$ cat src/rtl/sd_cmd_responder.sv
// Card-side SD CMD-line engine: receives 48-bit host commands, checks framing and
// CRC7, hands valid commands to card logic and serialises a 48-bit response back.
module sd_cmd_responder #(
  parameter int NCR          = 2,
  parameter int RESP_TIMEOUT = 64
) (
  input  logic        iclk,
  input  logic        irst,
  input  logic        icmd_sd,
  output logic        ocmd_sd,
  output logic        ocmd_oe,
  output logic        ocmd_valid,
  output logic [5:0]  ocmd_index,
  output logic [31:0] ocmd_arg,
  input  logic        iresp_valid,
  input  logic [1:0]  iresp_type,
  input  logic [31:0] iresp_arg,
  output logic        ocrc_err,
  output logic        oframe_err,
  output logic        obusy,
  output logic [2:0]  dbg_state
);

  localparam logic [2:0] S_IDLE      = 3'd0;
  localparam logic [2:0] S_RX        = 3'd1;
  localparam logic [2:0] S_CHECK     = 3'd2;
  localparam logic [2:0] S_WAIT_RESP = 3'd3;
  localparam logic [2:0] S_GAP       = 3'd4;
  localparam logic [2:0] S_TX        = 3'd5;

  logic [2:0]  state;
  logic [5:0]  bit_cnt;
  logic [47:0] rx_shreg;
  logic [7:0]  wait_cnt;
  logic [6:0]  elapsed;
  logic        resp_r3;
  logic [31:0] resp_arg;
  logic        tx_last;

  logic [6:0]  rx_crc;
  logic [39:0] tx_head;
  logic [6:0]  tx_crc;
  logic [47:0] tx_frame;

  function automatic logic [6:0] crc7_40(input logic [39:0] d);
    logic [6:0] c;
    logic       fb;
    c = '0;
    for (int i = 39; i >= 0; i--) begin
      fb = d[i] ^ c[6];
      c  = {c[5:0], 1'b0};
      if (fb) c = c ^ 7'h09;
    end
    return c;
  endfunction

  // The response frame is rebuilt from the latched type/arg and the held command index.
  always_comb begin
    rx_crc   = crc7_40(rx_shreg[47:8]);
    tx_head  = {2'b00, (resp_r3 ? 6'h3f : ocmd_index), resp_arg};
    tx_crc   = resp_r3 ? 7'h7f : crc7_40(tx_head);
    tx_frame = {tx_head, tx_crc, 1'b1};
  end

  assign obusy     = (state != S_IDLE);
  assign dbg_state = state;

  // Handshake: ocmd_valid is a one-cycle pulse; card logic answers by holding
  // iresp_valid high for at least one cycle while in WAIT_RESP, there is no ready.
  always_ff @(posedge iclk) begin
    if (!irst) begin
      state      <= S_IDLE;
      bit_cnt    <= '0;
      rx_shreg   <= '0;
      wait_cnt   <= '0;
      elapsed    <= '0;
      resp_r3    <= 1'b0;
      resp_arg   <= '0;
      tx_last    <= 1'b0;
      ocmd_sd    <= 1'b1;
      ocmd_oe    <= 1'b0;
      ocmd_valid <= 1'b0;
      ocmd_index <= '0;
      ocmd_arg   <= '0;
      ocrc_err   <= 1'b0;
      oframe_err <= 1'b0;
    end else begin
      ocmd_valid <= 1'b0;
      ocrc_err   <= 1'b0;
      oframe_err <= 1'b0;
      case (state)
        S_IDLE: begin
          if (!icmd_sd) begin
            rx_shreg <= '0;
            bit_cnt  <= 6'd46;
            state    <= S_RX;
          end
        end
        S_RX: begin
          rx_shreg <= {rx_shreg[46:0], icmd_sd};
          if (bit_cnt == 6'd0) state <= S_CHECK;
          else bit_cnt <= bit_cnt - 6'd1;
        end
        S_CHECK: begin
          if (!rx_shreg[46] || !rx_shreg[0]) begin
            oframe_err <= 1'b1;
            state      <= S_IDLE;
          end else if (rx_crc != rx_shreg[7:1]) begin
            ocrc_err <= 1'b1;
            state    <= S_IDLE;
          end else begin
            ocmd_index <= rx_shreg[45:40];
            ocmd_arg   <= rx_shreg[39:8];
            ocmd_valid <= 1'b1;
            wait_cnt   <= '0;
            elapsed    <= 7'd2;  // next edge is two after the end-bit edge
            state      <= S_WAIT_RESP;
          end
        end
        S_WAIT_RESP: begin
          if (elapsed != 7'h7f) elapsed <= elapsed + 7'd1;
          if (iresp_valid) begin
            if (iresp_type == 2'b01 || iresp_type == 2'b10) begin
              resp_r3  <= iresp_type[1];
              resp_arg <= iresp_arg;
              state    <= S_GAP;
            end else begin
              state <= S_IDLE;
            end
          end else if (wait_cnt == 8'(RESP_TIMEOUT - 1)) begin
            state <= S_IDLE;
          end else begin
            wait_cnt <= wait_cnt + 8'd1;
          end
        end
        S_GAP: begin
          // elapsed holds the index of the current edge relative to the end-bit edge
          if (elapsed >= 7'(NCR + 1)) begin
            ocmd_sd <= tx_frame[47];
            ocmd_oe <= 1'b1;
            bit_cnt <= 6'd46;
            tx_last <= 1'b0;
            state   <= S_TX;
          end else begin
            elapsed <= elapsed + 7'd1;
          end
        end
        S_TX: begin
          if (tx_last) begin
            ocmd_oe <= 1'b0;
            ocmd_sd <= 1'b1;
            state   <= S_IDLE;
          end else begin
            ocmd_sd <= tx_frame[bit_cnt];
            if (bit_cnt == 6'd0) tx_last <= 1'b1;
            else bit_cnt <= bit_cnt - 6'd1;
          end
        end
        default: state <= S_IDLE;
      endcase
    end
  end

endmodule
$ cat config.mk
export PLATFORM = sky130hd
export DESIGN_NAME = sd_cmd_responder
export DESIGN_NICKNAME = d
export VERILOG_FILES = /design/src/rtl/sd_cmd_responder.sv
export SDC_FILE = /design/constraint.sdc
export NUM_CORES = 1
export LEC_CHECK = 0
export ABC_CLOCK_PERIOD_IN_PS = 4000
export CORE_ASPECT_RATIO = 1.5
export CORE_MARGIN = 2
export CORE_UTILIZATION = 64
export DETAILED_ROUTE_END_ITERATION = 10
export DONT_BUFFER_PORTS = 1
export PLACE_DENSITY = 0.8
export SYNTH_ARGS = -nofsm -noshare
export SYNTH_HDL_FRONTEND = slang
export SYNTH_SLANG_ARGS = --single-unit
$ cat constraint.sdc
create_clock -name iclk -period 4 [get_ports iclk]
set_clock_uncertainty 0.05 [all_clocks]
set_input_delay 0.6 -clock iclk [delete_from_list [all_inputs] [get_ports iclk]]
set_output_delay 0.6 -clock iclk [all_outputs]
set_load 0.01 [all_outputs]
==> impl_metrics.csv <==
group,metric,value,unit
final_layout,fillers,903,
floorplanning,core,11900,µm²
sta,tns,0,ns
final_layout,multiInputGateArea,4500,µm²
cts,postCtsSetupBuffers,0,
floorplanning,boundaryPins,85,
logic_synthesis,yosys_warnings,0,
sta,layout_min_cycle_time,3.77,ns
cts,tritoncts,"done",
cts,ctsHoldBuffers,0,
global_routing,use_met1,31.0,%
logic_synthesis,syn_inst,867,
global_routing,grt_pass1_wl,29.8,mm
route,vias,6214,
setup_path,critPathArrivalTime,4.06,ns
floorplanning,start_util,65.0,%
sta,clock.fmax,265,MHz
final_layout,layout_common_cells,"dfxtp_1, nand2_1, a21oi_1",
pwr,p_int,2.53,mW
logic_synthesis,synth_ff_type,"dfxtp_1",
cts,cts_resized,0,
final_layout,antenna_cells,0,
route,dr.first_iter.drc_count,392,
pwr,p_clk_share,47.1,%
logic_synthesis,synth_area_per_cell,8.92,µm²
cts,clk_latency,0.42,ns
pwr,ir_drop,0.302,mV
logic_synthesis,synth_enable_flop_cells,0,
final_layout,seq_area,2980,µm²
sta,setup_viol,0,
floorplanning,die_w,93.7,µm
final_layout,layout-drive-gt1-share,7.63,%
route,vias_per_cell,6.18,
final_layout,layout_commonest_cell,"dfxtp_1",
place,gp_congestion,0.946,
global_routing,met3_usage,5.87,%
setup_path,slowest_stage,"a21oi_1",
setup_path,startpoint,"rx_shreg[43]$_SDFFE_PN0P_",
setup_path,critPathMaxStageDelay,0.55,ns
setup_path,crit_fanout,10,
final_layout,fin_area,8400,µm²
pwr,pwr_density_cell,404,nW/µm²
pwr,seq_power_share,45.6,%
global_routing,antenna_found_initial,0,
setup_path,reg2reg_slack,0.23,ns
route,drc,0,
global_routing,met2_usage,52.6,%
place,dp_slack,0.221,ns
logic_synthesis,synth_nets,909,
sta,whs,0.250,ns
pwr,switching_share,25.4,%
floorplanning,die_h,139,µm
setup_path,required,4.29,ns
cts,root_buffer,"clkbuf_16",
route,first_pass_iters,5,
setup_path,worstSetupEndpoint,"elapsed[3]$_SDFFE_PN0P_",
floorplanning,die-area,13000,µm²
sta,rsz0062_at_grt,"no",
route,drt_wl_total,18.0,mm
setup_path,worstRegToRegCells,10,
cts,clockBufferDepth,2,
sta,slew_viol_final,0,
cts,htree_levels,4,
sta,relSlewSlack,30.4,%
logic_synthesis,synth_area,7730,µm²
sta,timing.final.crit_share,94.2,%
global_routing,grt_use_total,28.8,%
setup_path,r2r_end,"elapsed[3]$_SDFFE_PN0P_",
sta,hold_viol,0,
logic_synthesis,ys_seq_area_share,38.6,%
place,hpwl,12.7,mm
status,status,"finished clean",
place,io_buffers,0,
setup_path,crit_type,"flop to flop",
setup_path,cp-end-kind,"flop",
setup_path,r2r_start,"rx_shreg[43]$_SDFFE_PN0P_",
pwr,netSwitchingPower,861,µW
floorplanning,num_rows,49,
logic_synthesis,synthDistinctLibCells,48,
route,routedWlPerCell,17.9,µm
cts,cts_num_sinks,149,
global_routing,overflow,0,
logic_synthesis,async_flop_share,0,%
min_path,holdCritPathClass,"input port to flop",
setup_path,startpoint_type,"flop",
place,placed_cell_area,7800,µm²
sta,finalWorstSetupSlack,0.232,ns
global_routing,grt_max_degree,48,
final_layout,fin_nets,881,
route,drtAntennaViolNets,0,
pwr,leakagePower,3.06,nW
flow_run,cap_violations,0,
final_layout,area_delta_synth_final,8.64,%
global_routing,busiest_layer,"met2",
cts,clk_pin_slew,0.06,ns
cts,numCtsBuffers,17,
sta,worstMarginPinSlew,1.04,ns
pwr,p_comb_share,7.2,%
setup_path,crit_chain,"xnor2_2 -> xnor3_2 -> xnor3_2 -> xor2_1 -> xnor2_1 -> mux2i_1 -> nor4_1 -> a21oi_1 -> o21ai_0 -> a21oi_1",
logic_synthesis,synth-seq-cells,149,
global_routing,grt_pass1_vias,6133,
[sequential cells by signal (all words and copies together), names as in the netlist]
name        cells
wait_cnt        8
ocmd_oe         1
ocmd_arg       32
ocmd_sd         1
bit_cnt         6
ocrc_err        1
resp_arg       32
resp_r3         1
rx_shreg       48
ocmd_index      6
tx_last         1
dbg_state       3
ocmd_valid      1
oframe_err      1
elapsed         7
[cell usage after synthesis (4+ instances only)]
cell,instances,area (µm²)
dfxtp_1,149,2980
nor3_1,5,25.0
xnor2_1,73,639
and3_1,4,25.0
o21a_1,4,30.0
a31oi_1,4,25.0
inv_1,8,30.0
nand2_1,124,465
mux2i_1,7,70.1
nor2_1,83,312
xor2_1,26,228
and2_1,4,25.0
buf_2,6,30.0
a22oi_1,47,353
xor3_1,4,95.1
clkbuf_1,50,188
a21oi_1,99,495
nand3_1,60,300
mux4_2,11,248
ha_1,4,50.1
or3_1,10,62.6
xnor3_1,25,563
o21ai_0,18,90.1
a211oi_1,4,30.0
[critical path, delay by kind of cell, from the launching register on]
family,cells,cell delay (ns)
and+or+nand+nor,1,0.12
muxes,1,0.46
DFF,1,0.37
xor gates and xnor gates,5,1.75
AOI/OAI and AO/OA,3,0.94
[power by group through the flow]
stage               clock network (mW)  logic (mW)  registers, mW
CTS                               1.61       0.243           1.55
finish                            1.60       0.245           1.55
detailed placement                   0       0.241           1.58
floorplan                            0       0.224           1.54
global route                      1.69       0.269           1.55
global placement                     0       0.234           1.58
[stage by stage]
stage	std cells	utilization, %	power [mW]
global route	1005	70.6	3.51
floorplan	867	-	1.77
global placement	973	65.6	1.81
CTS	1005	70.6	3.40
finish	1005	70.6	3.39
detailed placement	973	65.6	1.82
[worst min-delay path by stage]
stage / from / end / slack, ns / depth (start not counted)
5_1_grt: irst / ocmd_sd$_SDFFE_PN1P_ / 0.24 / 1
4_1_cts: irst / ocmd_sd$_SDFFE_PN1P_ / 0.25 / 1
2_1_floorplan: elapsed[6]$_SDFFE_PN0P_ / elapsed[6]$_SDFFE_PN0P_ / 0.39 / 2
3_3_place_gp: wait_cnt[5]$_SDFFE_PN0P_ / wait_cnt[5]$_SDFFE_PN0P_ / 0.41 / 2
3_5_place_dp: elapsed[6]$_SDFFE_PN0P_ / elapsed[6]$_SDFFE_PN0P_ / 0.43 / 2
6_report: irst / ocmd_sd$_SDFFE_PN1P_ / 0.25 / 1
[cell families after synthesis]
family	Yosys count	synth area share, %
AO/OA/AOI/OAI	190	14.8
buffers and inverters	67	3.35
XOR/XNOR	133	21.1
AND/OR/NAND/NOR	304	17.1
flip-flops	149	38.6
multiplexers	20	4.43
adder cells (fa/ha/maj)	4	0.647
[metal layers]
metal,share of wire (%),vias up
met5,0,-
li1,-,2970
met2,55,242
met3,4.9,61
met1,36,2941
met4,4.3,0
[layout make-up]
class                           count  area share (%)
Clock buffer                       18            5.11
Clock inverter                     14            1.97
Inverter                            9           0.417
Multi-Input combinational cell    651            53.6
Sequential cell                   149            35.5
Timing Repair Buffer               11            1.13
Tap cell                          153            2.28
(Power assumes the default switching activity.)
